--- config.mk ---
export PLATFORM = sky130hd
export DESIGN_NAME = i2c_slave_tx
export DESIGN_NICKNAME = d
export VERILOG_FILES = /design/src/rtl/i2c_slave_tx.sv
export SDC_FILE = /design/constraint.sdc
export NUM_CORES = 1
export LEC_CHECK = 0
export BUFFER_PORTS_ARGS = -buffer_cell sky130_fd_sc_hd__buf_4
export CORE_UTILIZATION = 40
export CTS_BUF_LIST = sky130_fd_sc_hd__clkbuf_4 sky130_fd_sc_hd__clkbuf_8
export DETAILED_ROUTE_END_ITERATION = 8
export GPL_ROUTABILITY_DRIVEN = 1
export GPL_TIMING_DRIVEN = 1
export PLACE_DENSITY = 0.68
export SETUP_SLACK_MARGIN = 0.02
export SLEW_MARGIN = 5
export SYNTH_ARGS = -nofsm -noshare
export SYNTH_HDL_FRONTEND = slang
export SYNTH_SLANG_ARGS = --single-unit
--- constraint.sdc ---
create_clock -name clk -period 5.6 [get_ports clk]
set_input_delay 0.56 -clock clk [delete_from_list [all_inputs] [get_ports clk]]
set_output_delay 0.56 -clock clk [all_outputs]
set_load 0.005 [all_outputs]
--- src/rtl/i2c_slave_tx.sv ---
// I2C slave transmit path: shifts upstream bytes out MSB-first on SDA during SCL low
// phases, then releases SDA and reports the master's ACK/NACK.
module i2c_slave_tx #(
    parameter int unsigned NUM_BITS = 8
) (
    input  logic                clk,
    input  logic                rst,
    input  logic                tx_enable,
    input  logic                rising_edge_found,
    input  logic                falling_edge_found,
    input  logic                start_found,
    input  logic                stop_found,
    input  logic                sda_in,
    input  logic [NUM_BITS-1:0] tx_data,
    input  logic                tx_valid,
    output logic                tx_ready,
    output logic                sda_out,
    output logic                ack_received,
    output logic                nack_received,
    output logic                underrun,
    output logic                busy
);

    localparam int unsigned CW = (NUM_BITS > 1) ? $clog2(NUM_BITS) : 1;
    localparam logic [CW-1:0] LAST_BIT = CW'(NUM_BITS - 1);

    localparam logic [2:0] IDLE     = 3'd0;
    localparam logic [2:0] LOAD     = 3'd1;
    localparam logic [2:0] SHIFT    = 3'd2;
    localparam logic [2:0] ACK_WAIT = 3'd3;
    localparam logic [2:0] DONE     = 3'd4;

    logic [2:0]          state, state_d;
    logic [NUM_BITS-1:0] shift_reg, shift_d;
    logic [CW-1:0]       bit_cnt, cnt_d;
    logic                sda_d, ack_d, nack_d;
    logic                abort, scl_fall, scl_rise;

    // Coincident rise and fall pulses are illegal and both get dropped.
    assign scl_fall = falling_edge_found & ~rising_edge_found;
    assign scl_rise = rising_edge_found & ~falling_edge_found;
    assign abort    = ~tx_enable | start_found | stop_found;
    assign busy     = (state != IDLE);

    always_comb begin
        state_d  = state;
        shift_d  = shift_reg;
        cnt_d    = bit_cnt;
        sda_d    = sda_out;
        ack_d    = 1'b0;
        nack_d   = 1'b0;
        tx_ready = 1'b0;
        underrun = 1'b0;

        if (state != IDLE && abort) begin
            state_d = IDLE;
            sda_d   = 1'b1;
            cnt_d   = '0;
        end else begin
            case (state)
                IDLE: begin
                    sda_d = 1'b1;
                    cnt_d = '0;
                    if (!abort) begin
                        state_d = LOAD;
                    end
                end
                LOAD: begin
                    sda_d = 1'b1;
                    if (scl_fall) begin
                        cnt_d   = '0;
                        state_d = SHIFT;
                        if (tx_valid) begin
                            shift_d  = tx_data;
                            sda_d    = tx_data[NUM_BITS-1];
                            tx_ready = 1'b1;
                        end else begin
                            // No clock stretching: an empty slot goes out as all ones.
                            shift_d  = '1;
                            sda_d    = 1'b1;
                            underrun = 1'b1;
                        end
                    end
                end
                SHIFT: begin
                    if (scl_fall) begin
                        if (bit_cnt == LAST_BIT) begin
                            sda_d   = 1'b1;
                            state_d = ACK_WAIT;
                        end else begin
                            shift_d = (shift_reg << 1) | {{(NUM_BITS-1){1'b0}}, 1'b1};
                            sda_d   = shift_d[NUM_BITS-1];
                            cnt_d   = bit_cnt + 1'b1;
                        end
                    end
                end
                ACK_WAIT: begin
                    sda_d = 1'b1;
                    if (scl_rise) begin
                        if (sda_in) begin
                            nack_d  = 1'b1;
                            state_d = DONE;
                        end else begin
                            ack_d   = 1'b1;
                            state_d = LOAD;
                        end
                    end
                end
                DONE: begin
                    sda_d = 1'b1;
                end
                default: begin
                    state_d = IDLE;
                    sda_d   = 1'b1;
                end
            endcase
        end
    end

    always_ff @(posedge clk) begin
        if (rst) begin
            state         <= IDLE;
            shift_reg     <= '1;
            bit_cnt       <= '0;
            sda_out       <= 1'b1;
            ack_received  <= 1'b0;
            nack_received <= 1'b0;
        end else begin
            state         <= state_d;
            shift_reg     <= shift_d;
            bit_cnt       <= cnt_d;
            sda_out       <= sda_d;
            ack_received  <= ack_d;
            nack_received <= nack_d;
        end
    end

endmodule

==> results of run 1 <==
-- cell usage in the layout, fill, tap and decap left out, types with 3 or more instances in the layout --
master    netlist  final
nand2_1         3      3
inv_1           9      9
a21oi_1         6      6
a211o_1         6      6
a311oi_1        6      6
nor2_1         12     12
buf_4           0     22
nor2b_1         4      4
nand2b_1        5      5
dfxtp_1        16     16
clkbuf_4        0      3
-- cells by family after synthesis --
family	after synthesis	synth area share
AOI/OAI and AO/OA	25	0.2175
buffers and inverters	16	0.08725
DFF	16	0.3546
adders and majority gates	2	0.02770
muxes	3	0.03463
and+or+nand+nor	42	0.2784
-- worst register-to-register path, delay by kind of cell (launching register included) --
kind	cells	cell delay, ps
compound gates	3	1290
flops	1	360
fa+ha+maj	2	360
simple gates	1	70
-- final cells by class --
class / instances / area [sq um]
clock buffers: 3 / 22.52
well taps: 27 / 33.78
multi-input cells: 72 / 504.2
inverters: 9 / 33.78
flip-flops and latches: 16 / 320.3
repair buffers: 22 / 165.2
fillers: 209 / 962.2
-- routing by layer --
| layer | GRT usage | part of all wire |
|---|---|---|
| met4 | 0.03810 | 0 |
| met2 | 0.2477 | 0.46 |
| met5 | 0 | 0 |
| met1 | 0.2325 | 0.49 |
| met3 | 0.06173 | 0.048 |
-- power groups by stage --
stage	clock network, mW	registers [mW]	logic (mW)
detailed placement	0	0.118	0.0241
floorplan	0	0.117	0.0131
finish	0.0597	0.115	0.0241
global placement	0	0.118	0.0236
CTS	0.0617	0.115	0.0241
global route	0.0683	0.115	0.0267
-- worst max path at each step --
stage | endpoint | start | slack, ps
2_1_floorplan | sda_out | rst | 3650
3_3_place_gp | sda_out | start_found | 3540
3_5_place_dp | shift_reg[1] | bit_cnt[0] | 3480
4_1_cts | shift_reg[1] | bit_cnt[0] | 3470
5_1_grt | shift_reg[1] | bit_cnt[0] | 3250
6_report | shift_reg[1] | bit_cnt[0] | 3420
-- metrics by stage --
stage	util	setup WS (ps)	hold WS [ps]	area [sq um]	total power, mW
final	0.5288	3419	445.6	1080	0.1987
after global routing	0.5288	3251	432.1	1080	0.2101
after CTS	0.5288	3466	440.1	1080	0.2007
after detailed placement	0.5178	3485	453.3	1057	0.1416
after global placement	0.5178	3540	445.2	1057	0.1411
after floorplan	-	3646	436.1	903.4	0.1301
==> run_results.csv, run 1 <==
group,metric,value,unit
outcome,outcome,"complete, no violations",
floorplanning,io_pins,23,
critical_path,cp_top_family,"compound AO/OA/AOI/OAI gates",
clock_tree,cts_tree,"done",
synthesis,synth_commonest_cells,"dfxtp_1, nor2_1, inv_1",
final_layout,largest_reg_flops,7,
critical_path,r2r-end,"shift_reg[1]",
synthesis,syn_area,903.4,sq um
critical_path,cpMaxStageDelayCell,"o2111ai_1",
critical_path,r2r_cells,6,
synthesis,synth_nets,123,
routing,via_per_inst,5.497,
synthesis,synth-seq-cells,16,
hold_path,min_from,"sda_in",
floorplanning,die_area,0.002452,sq mm
clock_tree,hold_buffers,0,
timing,fin_crit,2181,ps
critical_path,worst-setup-path-type,"flip-flop to flip-flop",
placement,port_buffers,22,
critical_path,r2r_slack,3420,ps
synthesis,synth_top_area_frac,0.3546,
synthesis,ys_seq_area_frac,0.3546,
power,p_int,0.1527,mW
final_layout,final_layout_size_suffix_gt1_frac,0.2705,
critical_path,path_buf_inv,0,
critical_path,worstPathCellList,"ha_1 > ha_1 > nor3b_1 > o2111ai_1 > a311oi_1 > a211o_1",
synthesis,syn_inst,104,
floorplanning,die_h,49.52,um
placement,dp.cells,146,
clock_tree,clk_pin_slew,90,ps
synthesis,yosys.area.top_type,"dfxtp_1",
routing,post_drt_wl_per_cell,12.54,um
synthesis,yosysWarnings,0,
critical_path,cp_common_cell,"ha_1",
critical_path,critPathMaxFanout,13,
critical_path,critPathCaptureType,"flip-flop",
synthesis,syn_area_per_cell,8.686,sq um
grt,grt_pass1_wl,3187,um
clock_tree,htreeDepth,1,
power,p_seq_frac,0.578,
timing,timing.fmax,458.5,MHz
routing,ant_nets,0,
final_layout,final_nets,143,
power,switching_share,0.2316,
timing,rsz0062_at_grt,"false",
hold_path,holdPathEnd,"ack_received",
power,p_comb_frac,0.121,
critical_path,startpoint_type,"flip-flop",
placement,dp_hpwl,1412,um
timing,relSlewSlack,0.3107,
clock_tree,clockRootBuffer,"clkbuf_4",
grt,overflow,0,
final_layout,area_delta_synth_final,19.53,%
routing,drt_pass1_iterations,5,
routing,num_vias,819,
timing,setup_viol_count_final,0,
synthesis,synth_cell_types,36,
synthesis,synth_edf_count,0,
power,p_clk_frac,0.300,
floorplanning,die_w,49.52,um
floorplanning,core_area,0.002042,sq mm
floorplanning,rows,16,
clock_tree,cts_post_setup_buffers_inserted,0,
synthesis,synth_ff_type,"dfxtp_1",
timing,hold_viol,0,
synthesis,async_flop_share,0,
final_layout,final_cells,149,
grt,grt_max_degree,15,
clock_tree,cts.sinks,16,
grt,antenna_found_initial,0,
critical_path,path_depth,6,
critical_path,worstPathRequired,5770,ps
power,power.leakage,0.4559,nW
hold_path,worstHoldPathCells,2,
critical_path,cp.arrival,2350,ps
clock_tree,cts_buffers,3,
timing,tightest_slew,1033,ps
timing,slew_viol_final,0,
clock_tree,cts_resized,0,
routing,wl,1869,um
timing,worst_clock_skew,10.33,ps
routing,drt_iter0_markers,19,
flow_run,cap_violations,0,
routing,drc,0,
floorplanning,initial_core_util,0.4424,
timing,finalCritPeriodShare,0.3895,
hold_path,hp-class,"input pin to flip-flop",
critical_path,r2r_start,"bit_cnt[0]",
critical_path,max_stage_delay,840,ps
power,p_sw,0.04601,mW
timing,tns,0,ps
grt,grt_usage,0.1685,
power,ir_drop,0.1710,mV
clock_tree,cts.path.max_buffers,2,
synthesis,yosysMostFrequentCell,"dfxtp_1",
power,power_density,184.0,mW/mm^2
placement,routabilityCongestion,0.8236,
grt,first_global_vias,727,
clock_tree,worst_skew_pair.late_latency,290,ps
synthesis,synthTopCellsByArea,"dfxtp_1, a211o_1, a311oi_1",
final_layout,antenna_cells,0,
(Power assumes the default switching activity.)
==> run 2: changes to the inputs <==
==> constraint.sdc (replaced) <==
create_clock -name clk -period 2.23 [get_ports clk]
set_input_delay 0.223 -clock clk [delete_from_list [all_inputs] [get_ports clk]]
set_output_delay 0.223 -clock clk [all_outputs]
set_load 0.005 [all_outputs]
==> run_results.csv, run 2 (synthesized netlist as in run 1, its figures left out) <==
group,metric,value,unit
routing,drt_iter0_markers,13,
routing,via_per_inst,5.358,
outcome,outcome,"complete, no violations",
timing,tns,0,ps
clock_tree,clockRootBuffer,"clkbuf_4",
critical_path,cp-startpoint,"bit_cnt[0]",
grt,overflow,0,
timing,setup_viol_count_final,0,
placement,dp_hpwl,1392,um
timing,worst_clock_skew,2.501,ps
timing,whs,107.8,ps
timing,hold_viol,0,
placement,port_buffers,22,
placement,dp.cells,147,
floorplanning,rows,16,
critical_path,worstPathCellList,"ha_1 > ha_1 > or4b_1 > a31oi_1 > mux2i_1 > nor2_1",
critical_path,r2r_slack,210,ps
clock_tree,clk_pin_slew,90,ps
floorplanning,io_pins,23,
final_layout,nFillCells,196,
grt,antenna_found_initial,0,
final_layout,final_nets,144,
floorplanning,core_area,0.002042,sq mm
timing,slew_viol_final,0,
final_layout,final_common_cell,"buf_4",
clock_tree,cts.sinks,16,
timing,tightest_slew,412.7,ps
routing,num_vias,809,
timing,finalCritPeriodShare,0.9068,
clock_tree,cts_buffers,3,
final_layout,multiInputGateArea,504.2,sq um
clock_tree,cts_tree,"done",
critical_path,worst-setup-path-type,"flip-flop to flip-flop",
floorplanning,die_area,0.002452,sq mm
timing,timing.fmax,494.5,MHz
critical_path,critPathCaptureType,"flip-flop",
critical_path,max_stage_delay,500,ps
floorplanning,initial_core_util,0.4424,
power,ir_drop,0.4704,mV
clock_tree,hold_buffers,0,
power,power_density,488.4,mW/mm^2
critical_path,worstPathRequired,2410,ps
timing,fin_crit,2022,ps
final_layout,seqCellArea,320.3,sq um
hold_path,hp-class,"input pin to flip-flop",
routing,ant_nets,0,
critical_path,startpoint_type,"flip-flop",
grt,first_global_vias,698,
critical_path,cpMaxStageDelayCell,"or4b_1",
grt,grt_usage,0.1653,
final_layout,largest_reg_flops,7,
grt,grt_max_degree,15,
power,power.leakage,0.4673,nW
routing,m1WireLength,880,um
routing,top_layer,"met4",
clock_tree,worst_skew_pair.late_latency,280,ps
critical_path,r2r_cells,6,
clock_tree,cts_resized,0,
timing,relSlewSlack,0.7236,
critical_path,cp.arrival,2210,ps
final_layout,final_cell_mix,"buf_4, dfxtp_1, nor2_1",
routing,drc,0,
final_layout,antenna_cells,0,
clock_tree,cts_post_setup_buffers_inserted,0,
routing,wl,1806,um
clock_tree,cts.path.max_buffers,2,
critical_path,r2r_start,"bit_cnt[0]",
critical_path,critPathMaxFanout,5,
routing,wl_met3,73,um
flow_run,cap_violations,0,
routing,met2_length,833,um
critical_path,r2r-end,"bit_cnt[0]",
routing,drt_pass1_iterations,4,
critical_path,crit_end,"bit_cnt[0]",
floorplanning,die_h,49.52,um
power,finalPower,0.5377,mW
clock_tree,htreeDepth,1,
final_layout,final_cells,151,
placement,routabilityCongestion,0.7748,
grt,grt_pass1_wl,3070,um
final_layout,area_delta_synth_final,21.88,%
routing,post_drt_wl_per_cell,11.96,um
floorplanning,die_w,49.52,um
final_layout,final_layout_size_suffix_gt1_frac,0.2823,
timing,rsz0062_at_grt,"false",
critical_path,cp_common_cell,"ha_1",
-- run 2: cell count changes in the layout (fill, tap and decap cells not counted), sizes merged --
cell    previous run  this run
buf               22        23
clkbuf             3         4
-- run 2: critical path: cells and delay by family (launching register included) --
| kind | cells | cell delay, ps |
|---|---|---|
| compound gates | 1 | 370 |
| fa+ha+maj | 2 | 420 |
| flops | 1 | 340 |
| mux | 1 | 240 |
| simple gates | 2 | 550 |
-- run 2: area by class of cell --
| class | instances | area share |
|---|---|---|
| multi-input cells | 72 | 0.4580 |
| inverters | 9 | 0.03068 |
| well taps | 27 | 0.03068 |
| flip-flops and latches | 16 | 0.2909 |
| clock buffers | 4 | 0.03295 |
| repair buffers | 23 | 0.1568 |
-- run 2: metrics by stage --
step | cell area, sq um | worst slack [ps] | util
floorplan | 903.4 | 360.8 | -
CTS | 1101 | 202.2 | 0.5392
detailed placement | 1065 | 212.0 | 0.5214
global route | 1101 | 74.20 | 0.5392
global placement | 1065 | 286.8 | 0.5214
finish | 1101 | 207.8 | 0.5392
-- run 2: routing by layer --
metal / vias to the layer above / track usage
met3: 2 / 0.05556
met4: 0 / 0.05714
met1: 375 / 0.2174
met2: 15 / 0.2500
li1: 417 / -
met5: - / 0
-- run 2: where the power goes --
group | internal (mW) | switching (mW)
Sequential | 0.287 | 0.00190
Combinational | 0.0341 | 0.0258
Clock | 0.0993 | 0.0899
-- run 2: worst min path at each step --
| stage | from | endpoint | slack [ps] | cells after the start |
|---|---|---|---|---|
| after floorplan | sda_in | ack_received | 300 | 1 |
| after global placement | sda_in | ack_received | 410 | 2 |
| after detailed placement | sda_in | ack_received | 410 | 2 |
| after CTS | sda_in | ack_received | 100 | 2 |
| after global routing | sda_in | ack_received | 90 | 2 |
| final | sda_in | ack_received | 110 | 2 |
==> run 3: changes to the inputs <==
--- a/config.mk
+++ b/config.mk
@@ -6,12 +6,12 @@
 export NUM_CORES = 1
 export LEC_CHECK = 0
 export BUFFER_PORTS_ARGS = -buffer_cell sky130_fd_sc_hd__buf_4
-export CORE_UTILIZATION = 40
+export CORE_UTILIZATION = 54
 export CTS_BUF_LIST = sky130_fd_sc_hd__clkbuf_4 sky130_fd_sc_hd__clkbuf_8
 export DETAILED_ROUTE_END_ITERATION = 8
 export GPL_ROUTABILITY_DRIVEN = 1
 export GPL_TIMING_DRIVEN = 1
-export PLACE_DENSITY = 0.68
+export PLACE_DENSITY = 0.86
 export SETUP_SLACK_MARGIN = 0.02
 export SLEW_MARGIN = 5
 export SYNTH_ARGS = -nofsm -noshare
==> run_results.csv, run 3 (synthesized netlist as in run 1, its figures left out) <==
group,metric,value,unit
outcome,outcome,"complete, no violations",
grt,grt_pass1_wl,3243,um
timing,setup_viol_count_final,0,
critical_path,cp.arrival,2240,ps
placement,dp.cells,136,
clock_tree,cts_tree,"done",
floorplanning,rows,14,
floorplanning,io_pins,23,
placement,port_buffers,22,
final_layout,final_nets,144,
final_layout,final_common_cell,"buf_4",
timing,worst_clock_skew,7.972,ps
grt,grt_max_degree,15,
flow_run,cap_violations,0,
final_layout,final_util,0.7054,
clock_tree,worst_skew_pair.late_latency,290,ps
routing,drt_pass1_iterations,4,
critical_path,cpMaxStageDelayCell,"or4b_1",
critical_path,startpoint_type,"flip-flop",
timing,hold_viol,0,
timing,tns,0,ps
floorplanning,die_area,0.001840,sq mm
timing,rsz0062_at_grt,"false",
timing,relSlewSlack,0.7162,
final_layout,antenna_cells,0,
final_layout,final_cell_mix,"buf_4, dfxtp_1, nor2_1",
placement,place_ws,186.6,ps
timing,slew_viol_final,0,
routing,post_drt_wl_per_cell,14.33,um
routing,wl,2006,um
final_layout,final_layout_size_suffix_gt1_frac,0.2823,
power,ir_drop,0.5256,mV
clock_tree,htreeDepth,1,
timing,layout_setup_ws,181.6,ps
routing,drc,0,
final_layout,area_delta_synth_final,20.36,%
clock_tree,hold_buffers,0,
timing,finalCritPeriodShare,0.9186,
hold_path,hp-class,"input pin to flip-flop",
critical_path,critPathCaptureType,"flip-flop",
final_layout,fin_area,0.001087,sq mm
power,power.leakage,0.4673,nW
critical_path,worst-setup-path-type,"flip-flop to flip-flop",
power,power_density,498.7,mW/mm^2
timing,tightest_slew,423.8,ps
clock_tree,clk_pin_slew,100,ps
placement,routabilityCongestion,0.8771,
routing,ant_nets,0,
floorplanning,initial_core_util,0.5860,
floorplanning,die_w,42.90,um
placement,placed_cell_area,0.001051,sq mm
critical_path,critPathMaxFanout,5,
clock_tree,cts.path.max_buffers,2,
timing,fin_crit,2048,ps
floorplanning,die_h,42.90,um
critical_path,cp_common_cell,"ha_1",
clock_tree,cts.sinks,16,
final_layout,final_cells,140,
routing,via_per_inst,6.043,
grt,first_global_vias,723,
placement,dp_hpwl,1481,um
routing,drt_iter0_markers,38,
grt,antenna_found_initial,0,
clock_tree,cts_resized,0,
floorplanning,core_area,0.001541,sq mm
routing,num_vias,846,
critical_path,max_stage_delay,510,ps
grt,overflow,0,
critical_path,worstPathRequired,2420,ps
final_layout,largest_reg_flops,7,
timing,timing.fmax,488.2,MHz
grt,grt_usage,0.2352,
clock_tree,cts_buffers,3,
critical_path,worstPathCellList,"ha_1 > ha_1 > or4b_1 > a31oi_1 > mux2i_1 > nor2_1",
clock_tree,cts_post_setup_buffers_inserted,0,
clock_tree,clockRootBuffer,"clkbuf_4",
## run 3: worst paths after layout
| check | start | endpoint | slack (ps) | cells after the start |
|---|---|---|---|---|
| max | bit_cnt[0] | bit_cnt[0] | 180 | 6 |
| min | sda_in | ack_received | 110 | 2 |
| max reg2reg | bit_cnt[0] | bit_cnt[0] | 180 | 6 |
| min reg2reg | shift_reg[5] | shift_reg[5] | 470 | 1 |
## run 3: area by class of cell
type | instances | area [sq um]
Inverter | 9 | 33.78
Multi-Input combinational cell | 72 | 504.2
Sequential cell | 16 | 320.3
Clock buffer | 4 | 36.28
Fill cell | 132 | 454.2
Timing Repair Buffer | 23 | 172.7
Tap cell | 16 | 20.02
## run 3: through the flow
stage / hold WS (ps) / power, mW
global route: 100.8 / 0.5649
detailed placement: 416.0 / 0.3559
global placement: 415.7 / 0.3540
CTS: 108.8 / 0.5459
finish: 112.1 / 0.5422
floorplan: 299.1 / 0.3268
## run 3: where the power goes
part	switching (mW)	internal, mW
registers	0.00205	0.287
logic	0.0271	0.0342
clock network	0.0928	0.0995
total	0.122	0.420
## run 3: worst max-delay path: cells and delay by family, from the launching register on
kind | cells | cell delay, ps
flip-flops | 1 | 340
adder cells (fa/ha/maj) | 2 | 420
AO/OA/AOI/OAI | 1 | 380
AND/OR/NAND/NOR | 2 | 570
multiplexers | 1 | 240
## run 3: metal layers
layer  track usage  up-vias  wire (um)
met1        0.3271      403        937
met3       0.05532        2        101
met4       0.09375        0         13
met2        0.3485       24        953
met5             0        -          0
li1              -      417          -
